==> config.mk <==
export PLATFORM = sky130hd
export DESIGN_NAME = snes_poll_sequencer_flat
export DESIGN_NICKNAME = d
export VERILOG_FILES = /design/src/rtl/snes_poll_sequencer_if.sv /design/src/rtl/snes_poll_sequencer.sv /design/src/flat_wrapper.sv
export SDC_FILE = /design/constraint.sdc
export NUM_CORES = 1
export LEC_CHECK = 0
export CAP_MARGIN = 20
export CELL_PAD_IN_SITES_DETAIL_PLACEMENT = 0
export CELL_PAD_IN_SITES_GLOBAL_PLACEMENT = 1
export CORE_AREA = 4 4 106 108
export DETAILED_ROUTE_END_ITERATION = 10
export DIE_AREA = 0 0 110 112
export GPL_TIMING_DRIVEN = 1
export HOLD_SLACK_MARGIN = 0.02
export PLACE_DENSITY_LB_ADDON = 0.1
export SYNTH_ARGS = -nofsm -noshare
export SYNTH_HDL_FRONTEND = slang
export SYNTH_SLANG_ARGS = --single-unit
==> constraint.sdc <==
create_clock -name sys_clk -period 5.3 [get_ports sys_clk]
set_clock_uncertainty 0.15 [all_clocks]
set_input_delay 0.795 -clock sys_clk [delete_from_list [all_inputs] [get_ports sys_clk]]
set_output_delay 0.795 -clock sys_clk [all_outputs]
set_load 0.01 [all_outputs]
==> src/rtl/snes_poll_sequencer_if.sv <==
// snes_poll_sequencer_if
//   Groups the host-side control/status signals and the pad wires of the
//   SNES poll sequencer into one bundle.
//   master : the sequencer (drives the latch/clock wires and the status outputs)
//   slave  : the host plus pad side (drives enable, poll_now and the data wire)
//   Signals:
//     enable      host -> seq   frame timer runs and launches polls
//     poll_now    host -> seq   single-cycle request for an immediate poll
//     snes_dat    pad  -> seq   serial data, active-low
//     snes_lat    seq  -> pad   latch
//     snes_clk    seq  -> pad   shift clock, idles high
//     data_word   seq  -> host  last captured word, 1 = pressed
//     data_valid  seq  -> host  single-cycle strobe, data_word just updated
//     busy        seq  -> host  poll in progress
//     missed_poll seq  -> host  single-cycle strobe, frame tick dropped while busy
interface snes_poll_sequencer_if #(
  parameter int NUM_BITS = 16
);
  logic                enable;
  logic                poll_now;
  logic                snes_dat;
  logic                snes_lat;
  logic                snes_clk;
  logic [NUM_BITS-1:0] data_word;
  logic                data_valid;
  logic                busy;
  logic                missed_poll;

  modport master (
    input  enable, poll_now, snes_dat,
    output snes_lat, snes_clk, data_word, data_valid, busy, missed_poll
  );

  modport slave (
    output enable, poll_now, snes_dat,
    input  snes_lat, snes_clk, data_word, data_valid, busy, missed_poll
  );
endinterface

==> src/rtl/snes_poll_sequencer.sv <==
// snes_poll_sequencer
//   Console-side SNES pad poller. A free-running frame timer (while enabled)
//   or a poll_now request launches a poll: one latch pulse, a gap, then
//   NUM_BITS clock pulses. The data wire is sampled on the last high cycle
//   before each falling edge of snes_clk, and the captured word is published
//   with a single-cycle data_valid strobe.
//   Ports:
//     sys_clk  system clock
//     sys_rst  synchronous reset, active-high
//     bus      snes_poll_sequencer_if.master (control, pad wires, status)
module snes_poll_sequencer #(
  parameter int FRAME_CYCLES = 800000,
  parameter int LATCH_CYCLES = 576,
  parameter int HALF_CYCLES  = 288,
  parameter int NUM_BITS     = 16
) (
  input  logic                          sys_clk,
  input  logic                          sys_rst,
  snes_poll_sequencer_if.master         bus
);

  localparam int FRAME_W = (FRAME_CYCLES > 1) ? $clog2(FRAME_CYCLES) : 1;
  localparam int PH_MAX  = (LATCH_CYCLES > HALF_CYCLES) ? LATCH_CYCLES : HALF_CYCLES;
  localparam int PH_W    = (PH_MAX > 1) ? $clog2(PH_MAX) : 1;
  localparam int BIT_W   = (NUM_BITS > 1) ? $clog2(NUM_BITS) : 1;

  localparam logic [FRAME_W-1:0] FRAME_LAST = FRAME_W'(FRAME_CYCLES - 1);
  localparam logic [PH_W-1:0]    LATCH_LAST = PH_W'(LATCH_CYCLES - 1);
  localparam logic [PH_W-1:0]    HALF_LAST  = PH_W'(HALF_CYCLES - 1);
  localparam logic [BIT_W-1:0]   BIT_LAST   = BIT_W'(NUM_BITS - 1);

  typedef enum logic [2:0] {
    IDLE, LATCH, GAP, CLK_LOW, CLK_HIGH, DONE
  } state_t;

  state_t              state_reg,   state_next;
  logic [PH_W-1:0]     phase_reg,   phase_next;
  logic [BIT_W-1:0]    bit_idx_reg, bit_idx_next;
  logic [NUM_BITS-1:0] shift_reg,   shift_next;
  logic [NUM_BITS-1:0] word_reg,    word_next;
  logic [FRAME_W-1:0]  frame_cnt_reg;
  logic                frame_tick;

  // Frame timer: held at zero while disabled so enabling always gives a full
  // frame before the first tick. It keeps running during a poll.
  always_ff @(posedge sys_clk) begin
    if (sys_rst || !bus.enable) begin
      frame_cnt_reg <= '0;
    end else if (frame_cnt_reg == FRAME_LAST) begin
      frame_cnt_reg <= '0;
    end else begin
      frame_cnt_reg <= frame_cnt_reg + FRAME_W'(1);
    end
  end

  assign frame_tick = bus.enable && (frame_cnt_reg == FRAME_LAST);

  always_ff @(posedge sys_clk) begin
    if (sys_rst) begin
      state_reg   <= IDLE;
      phase_reg   <= '0;
      bit_idx_reg <= '0;
      shift_reg   <= '0;
      word_reg    <= '0;
    end else begin
      state_reg   <= state_next;
      phase_reg   <= phase_next;
      bit_idx_reg <= bit_idx_next;
      shift_reg   <= shift_next;
      word_reg    <= word_next;
    end
  end

  // Bits arrive LSB first, so each sample enters at the MSB and shifts down;
  // after NUM_BITS samples bit 0 sits at the LSB.
  always_comb begin
    state_next   = state_reg;
    phase_next   = phase_reg;
    bit_idx_next = bit_idx_reg;
    shift_next   = shift_reg;
    word_next    = word_reg;
    case (state_reg)
      IDLE: begin
        phase_next   = '0;
        bit_idx_next = '0;
        if (frame_tick || bus.poll_now) begin
          state_next = LATCH;
        end
      end
      LATCH: begin
        if (phase_reg == LATCH_LAST) begin
          phase_next = '0;
          state_next = GAP;
        end else begin
          phase_next = phase_reg + PH_W'(1);
        end
      end
      GAP: begin
        if (phase_reg == HALF_LAST) begin
          phase_next = '0;
          shift_next = {~bus.snes_dat, shift_reg[NUM_BITS-1:1]};
          state_next = CLK_LOW;
        end else begin
          phase_next = phase_reg + PH_W'(1);
        end
      end
      CLK_LOW: begin
        if (phase_reg == HALF_LAST) begin
          phase_next = '0;
          state_next = CLK_HIGH;
        end else begin
          phase_next = phase_reg + PH_W'(1);
        end
      end
      CLK_HIGH: begin
        if (phase_reg == HALF_LAST) begin
          phase_next = '0;
          if (bit_idx_reg < BIT_LAST) begin
            bit_idx_next = bit_idx_reg + BIT_W'(1);
            shift_next   = {~bus.snes_dat, shift_reg[NUM_BITS-1:1]};
            state_next   = CLK_LOW;
          end else begin
            // Word is loaded on entry so it is already valid during DONE.
            word_next  = shift_reg;
            state_next = DONE;
          end
        end else begin
          phase_next = phase_reg + PH_W'(1);
        end
      end
      DONE: begin
        state_next = IDLE;
      end
      default: begin
        state_next = IDLE;
      end
    endcase
  end

  assign bus.snes_lat    = (state_reg == LATCH);
  assign bus.snes_clk    = (state_reg != CLK_LOW);
  assign bus.data_word   = word_reg;
  assign bus.data_valid  = (state_reg == DONE);
  assign bus.busy        = (state_reg != IDLE);
  assign bus.missed_poll = frame_tick && (state_reg != IDLE);

endmodule

==> src/flat_wrapper.sv <==
// flat-port wrapper written by rule: the top's interface ports become plain ports
module snes_poll_sequencer_flat 
#(
  parameter int FRAME_CYCLES = 800000,
  parameter int LATCH_CYCLES = 576,
  parameter int HALF_CYCLES  = 288,
  parameter int NUM_BITS     = 16
)
  (sys_clk, sys_rst, bus_enable, bus_poll_now, bus_snes_dat, bus_snes_lat, bus_snes_clk, bus_data_word, bus_data_valid, bus_busy, bus_missed_poll);
  snes_poll_sequencer_if #(.NUM_BITS(NUM_BITS)) bus_i ();
  input  logic sys_clk;
  input  logic sys_rst;
  input wire logic [$bits(bus_i.enable)-1:0] bus_enable;
  input wire logic [$bits(bus_i.poll_now)-1:0] bus_poll_now;
  input wire logic [$bits(bus_i.snes_dat)-1:0] bus_snes_dat;
  output wire logic [$bits(bus_i.snes_lat)-1:0] bus_snes_lat;
  output wire logic [$bits(bus_i.snes_clk)-1:0] bus_snes_clk;
  output wire logic [$bits(bus_i.data_word)-1:0] bus_data_word;
  output wire logic [$bits(bus_i.data_valid)-1:0] bus_data_valid;
  output wire logic [$bits(bus_i.busy)-1:0] bus_busy;
  output wire logic [$bits(bus_i.missed_poll)-1:0] bus_missed_poll;
  assign bus_i.enable = bus_enable;
  assign bus_i.poll_now = bus_poll_now;
  assign bus_i.snes_dat = bus_snes_dat;
  assign bus_snes_lat = bus_i.snes_lat;
  assign bus_snes_clk = bus_i.snes_clk;
  assign bus_data_word = bus_i.data_word;
  assign bus_data_valid = bus_i.data_valid;
  assign bus_busy = bus_i.busy;
  assign bus_missed_poll = bus_i.missed_poll;
  snes_poll_sequencer #(.FRAME_CYCLES(FRAME_CYCLES), .LATCH_CYCLES(LATCH_CYCLES), .HALF_CYCLES(HALF_CYCLES), .NUM_BITS(NUM_BITS)) u_core (.sys_clk(sys_clk), .sys_rst(sys_rst), .bus(bus_i));
endmodule
==> results.toml, run 1 <==
[layout]
drive_above_1_share_pct = 7.18
regArea_sq_mm = 0.00138
multi_input_area_sq_mm = 0.00153
fillers = 1063
final_cell_mix = "69 x dfxtp_1, 62 x nor2_1, 32 x mux2i_1"
layout.nets = 365
largest_register_ffs = 20
antenna_cells = 0
stdcell_area_sq_mm = 0.00361
syn2layout_area_growth_pct = 19.3
final_common_cell = "dfxtp_1"

[synthesis]
ys_ff_latch = 69
synth_cells = 334
yosys_warnings = 0
syn_nets = 342
avgSynthCellArea_sq_um = 9.07
ys.flop_type = "dfxtp_1"
ys_seq_area_share_pct = 45.6
ys_async_sr_fraction_pct = 0
synth_edf_count = 0
synth_area_sq_mm = 0.00303
synth_cell_types = 48

[worst_setup_path]
r2r-end = "u_core.shift_reg[15]"
ff2ff_setup_slack_ns = 2.51
slowest_stage = "clkdlybuf4s50_1"
crit_chain = "ha_1 -> and4_1 -> and2_1 -> and4_1 -> and3_1 -> clkdlybuf4s50_1"
timing.rr.start = "u_core.phase_reg[0]"
critPathCaptureType = "output pin"
critPathArrivalTime_ns = 2.30
max_stage_delay_ns = 0.53
worstPathRequired_ns = 4.36
critical_path.max_fanout = 4
critPathLaunchType = "flip-flop"
critical_path.most_common_cell = "and4_1"
ff2ff_path_depth = 6
worstSetupPathType = "reg -> out"

[sta]
min_period_over_period_pct = 61.2
slew_violations = 0
fin_crit_ns = 3.24
worst_pin_slew_ns = 0.918
tns_ns = 0
grt_setup_unrepaired = "false"
slew-limit-headroom_pct = 38.8
setup_violations = 0
fmax_ghz = 0.308
hold_viol = 0

[outcome]
outcome = "complete, no violations"

[clocking]
clockBufferDepth = 2
cts_resized = 0
cts_tree = "done"
ctsHtreeMaxLevel = 3
cts_root_buffer = "clkbuf_8"
cts.sinks = 69
cts_inserted_buffers = 9
post_cts.repair.setup_buffers = 0
clk_pin_slew_worst_paths_ns = 0.07
clk-insertion-delay-late_ns = 0.34
postCtsHoldBufs = 0

[route]
dr_total_vias = 2320
detail_route.first_pass.iterations = 4
viasPerCell = 4.66
drc = 0
wire_per_inst_um = 12.6
ant_nets = 0
drt_iter0_drc = 73
wl_um = 6280

[floorplanning]
fp.coreArea_sq_mm = 0.0102
fp.dieH_um = 112
rows = 37
start_util_pct = 29.6
die_w_um = 110
ioPinCount = 26
die-area_sq_mm = 0.0123

[place]
globalplace.congestion = 0.760
io_buffers = 25
dp_hpwl_um = 4230
placed_area_sq_mm = 0.00337

[min_path]
hold-path-endpoint = "u_core.frame_cnt_reg[0]"
min_from = "u_core.frame_cnt_reg[0]"
hp-class = "reg -> reg"
worstHoldPathCells = 1

[global_route]
grt_antenna_before_repair = 0
grt_overflow = 0
grt_use_total_pct = 11.2
grt_max_degree = 52
grt_first_pass_wirelength_um = 11000
grt_pass1_vias = 2231

[power]
power.leakage_nw = 1.27
ir_drop_mv = 0.181
power_density_mw_per_mm2 = 366

[job]
maxCapViolCount = 0
[routing by layer]
metal | GRT usage, % | vias up | share of wire (%)
li1 | - | 1217 | -
met1 | 15.0 | 1078 | 51
met2 | 17.0 | 18 | 45
met3 | 3.65 | 7 | 2.6
met4 | 3.24 | 0 | 1.4
met5 | 0 | - | 0
[cell usage after synthesis, types with 2 or more instances]
cell type	n	area share [%]
and4_1	3	0.87
ha_1	3	1.2
mux2i_1	32	11
o21ai_0	5	0.83
inv_1	8	0.99
a211oi_1	2	0.50
xnor2_1	11	3.2
nand2_1	26	3.2
nor4bb_1	2	0.66
and3_1	5	1.0
or3_1	8	1.7
clkbuf_1	6	0.74
nand3b_1	2	0.50
nor3b_2	2	0.83
a21oi_1	6	0.99
xor2_1	8	2.3
buf_2	5	0.83
nor4_1	3	0.62
buf_6	2	0.74
or4_1	2	0.50
nand3_1	15	2.5
or2_2	2	0.41
nor3_1	8	1.3
and2_1	3	0.62
dfxtp_1	69	46
nand4_1	6	1.2
nor2_1	62	7.7
a31oi_1	7	1.4
a311oi_1	2	0.58
[critical path, delay by kind of cell, from the launching register on]
family / cells / cell delay [ns]
buffers and inverters: 1 / 0.53
adders and majority gates: 1 / 0.21
DFF: 1 / 0.37
and+or+nand+nor: 4 / 0.86
[final cells by class]
cell class,count,share of cell area (%)
clock inverter,5,2.98
clock buffer,11,3.64
sequential,69,38.2
tap,136,4.71
inverter,8,0.831
timing repair buffer,27,7.41
multi-input combinational,242,42.2
[through the flow]
stage	worst slack (ns)	power (mW)	std cells	hold slack, ns	utilization [%]
3_3_place_gp	2.38	0.826	481	0.291	32.8
4_1_cts	2.02	1.35	498	0.314	35.3
2_1_floorplan	3.01	0.744	334	0.276	-
3_5_place_dp	2.38	0.817	482	0.297	33.0
5_1_grt	1.91	1.40	498	0.361	35.3
6_report	2.06	1.32	498	0.309	35.3
[power by group]
| part | internal [mW] | switching, mW | leakage (nW) |
|---|---|---|---|
| logic | 0.0895 | 0.147 | 0.596 |
| registers | 0.536 | 0.0304 | 0.556 |
| clock network | 0.316 | 0.202 | 0.118 |
| total | 0.942 | 0.380 | 1.27 |
[cell families (layout without fill, tap and decap cells)]
group,count (synthesis),in the layout,synth area share [%]
AO/OA/AOI/OAI,30,30,6.82
XOR/XNOR,19,19,5.49
adder cells (fa/ha/maj),3,3,1.24
buffers and inverters,23,51,4.05
flip-flops,69,69,45.6
multiplexers,32,32,10.6
AND/OR/NAND/NOR,158,158,26.2
[worst max path at each step]
stage	from	to	slack [ns]	cells past startpoint
6_report	u_core.frame_cnt_reg[0]	bus_missed_poll	2.06	6
5_1_grt	u_core.frame_cnt_reg[0]	bus_missed_poll	1.91	6
4_1_cts	u_core.frame_cnt_reg[0]	bus_missed_poll	2.02	6
3_5_place_dp	bus_enable	bus_missed_poll	2.38	3
3_3_place_gp	bus_enable	bus_missed_poll	2.38	3
2_1_floorplan	u_core.frame_cnt_reg[0]	bus_missed_poll	3.01	5
No activity file was read; power rests on OpenSTA's default activity.
==> inputs of run 2 (changes only) <==
==> constraint.sdc (replaced) <==
create_clock -name sys_clk -period 2.7 [get_ports sys_clk]
set_clock_uncertainty 0.15 [all_clocks]
set_input_delay 0.405 -clock sys_clk [delete_from_list [all_inputs] [get_ports sys_clk]]
set_output_delay 0.405 -clock sys_clk [all_outputs]
set_load 0.01 [all_outputs]
==> run 2 against run 1 <==
Compared with the run above: hold slack better by 0.0099 ns; final area up 0.80%; clock power up 89%; routed wire length up 1.8%; clock-buffer cell count down 1; largest cell class unchanged.
==> results.toml, run 2 (synthesis gave the netlist of run 1 again) <==
[route]
detail_route.first_pass.iterations = 4
viasPerCell = 4.63
drc = 0
dr_total_vias = 2329
wl_um = 6400
drt_iter0_drc = 75
ant_nets = 0
wire_per_inst_um = 12.7

[global_route]
grtUsageMet2_pct = 17.1
grt_max_degree = 51
top_usage_layer = "met2"
grt_use_total_pct = 11.3
grt_antenna_before_repair = 0
grt_overflow = 0
grt_pass1_vias = 2262
use_met3_pct = 2.43
grtUsageMet1_pct = 15.5
grt_first_pass_wirelength_um = 11100

[worst_setup_path]
critPathLaunchType = "flip-flop"
ff2ff_path_depth = 7
ff2ff_setup_slack_ns = 0.23
worstPathRequired_ns = 2.14
critPathArrivalTime_ns = 1.95
critPathCaptureType = "output pin"
timing.rr.start = "u_core.phase_reg[0]"
r2r-end = "u_core.phase_reg[9]"
critical_path.max_fanout = 10
worstSetupPathType = "reg -> out"

[layout]
drive_above_1_share_pct = 9.81
final_cell_mix = "69 x dfxtp_1, 62 x nor2_1, 32 x mux2i_1"
fillers = 1071
syn2layout_area_growth_pct = 20.2
final_common_cell = "dfxtp_1"
largest_register_ffs = 20
layout.nets = 370
antenna_cells = 0

[clocking]
postCtsHoldBufs = 0
ctsHtreeMaxLevel = 3
cts_tree = "done"
cts_inserted_buffers = 9
cts_root_buffer = "clkbuf_8"
clockBufferDepth = 2
post_cts.repair.setup_buffers = 0
clk-insertion-delay-late_ns = 0.34
cts.sinks = 69
clk_pin_slew_worst_paths_ns = 0.08

[place]
io_buffers = 25
dp_hpwl_um = 4370
globalplace.congestion = 0.768

[floorplanning]
fp.dieH_um = 112
die_w_um = 110
ioPinCount = 26
rows = 37
die-area_sq_mm = 0.0123
start_util_pct = 29.6
fp.coreArea_sq_mm = 0.0102

[min_path]
worstHoldPathCells = 1
hold-path-endpoint = "u_core.frame_cnt_reg[0]"
min_from = "u_core.frame_cnt_reg[0]"
hp-class = "reg -> reg"

[sta]
min_period_over_period_pct = 92.7
worst_pin_slew_ns = 0.534
slew_violations = 0
setup_violations = 0
fin_crit_ns = 2.50
tns_ns = 0
fmax_ghz = 0.400
hold_viol = 0
grt_setup_unrepaired = "false"
slew-limit-headroom_pct = 64.4

[job]
maxCapViolCount = 0

[power]
ir_drop_mv = 0.211
power.leakage_nw = 1.29
power_density_mw_per_mm2 = 711
p_total_mw = 2.59

[outcome]
outcome = "complete, no violations"
[run 2: final cells by class]
cell class                      instances  area [sq um]  share of cell area (%)
Clock inverter                          6          93.8                    2.58
Inverter                                8          30.0                   0.824
Tap cell                              136           170                    4.67
Timing Repair Buffer                   32           297                    8.14
Sequential cell                        69          1380                    37.9
Clock buffer                           10           138                    3.78
Multi-Input combinational cell        242          1530                    42.1
[run 2: routing by layer]
metal | vias up | wire (um)
li1 | 1219 | -
met1 | 1084 | 3270
met2 | 19 | 2890
met3 | 7 | 142
met4 | 0 | 95
met5 | - | 0
[run 2: what timing repair did]
item                                    CTS  global route
hold endpoints to repair                  0             0
endpoints found under the setup margin    1             0
gates resized for setup                   4             0
[run 2: critical path: stages (launching register included)]
cell and delay, ns:
dfxtp_1 0.42, or2_2 0.37, nor2_1 0.24, inv_1 0.08, clkdlybuf4s50_1 0.49
[run 2: worst max path at each step]
stage / startpoint / endpoint / cells after the start
3_3_place_gp: u_core.frame_cnt_reg[0] / bus_missed_poll / 6
3_5_place_dp: u_core.frame_cnt_reg[0] / bus_missed_poll / 6
2_1_floorplan: u_core.phase_reg[0] / u_core.shift_reg[0] / 9
4_1_cts: u_core.state_reg[1] / bus_busy / 4
6_report: u_core.state_reg[1] / bus_busy / 4
5_1_grt: u_core.state_reg[1] / bus_busy / 4
[run 2: power breakdown]
| group | total, mW | switching [mW] | leakage (nW) | internal [mW] |
|---|---|---|---|---|
| registers | 1.11 | 0.0541 | 0.556 | 1.05 |
| clock network | 0.978 | 0.426 | 0.113 | 0.552 |
| logic | 0.507 | 0.305 | 0.624 | 0.201 |
| total | 2.59 | 0.785 | 1.29 | 1.81 |
[run 2: per-stage QoR]
step / util (%) / cells / cell area (sq um) / worst slack (ns) / hold WS (ns)
6_report: 35.6 / 503 / 3640 / 0.198 / 0.319
2_1_floorplan: - / 334 / 3030 / 0.475 / 0.276
5_1_grt: 35.6 / 503 / 3640 / 0.0423 / 0.353
3_5_place_dp: 33.3 / 487 / 3400 / 0.157 / 0.303
4_1_cts: 35.6 / 503 / 3640 / 0.150 / 0.319
3_3_place_gp: 33.3 / 487 / 3400 / 0.219 / 0.290
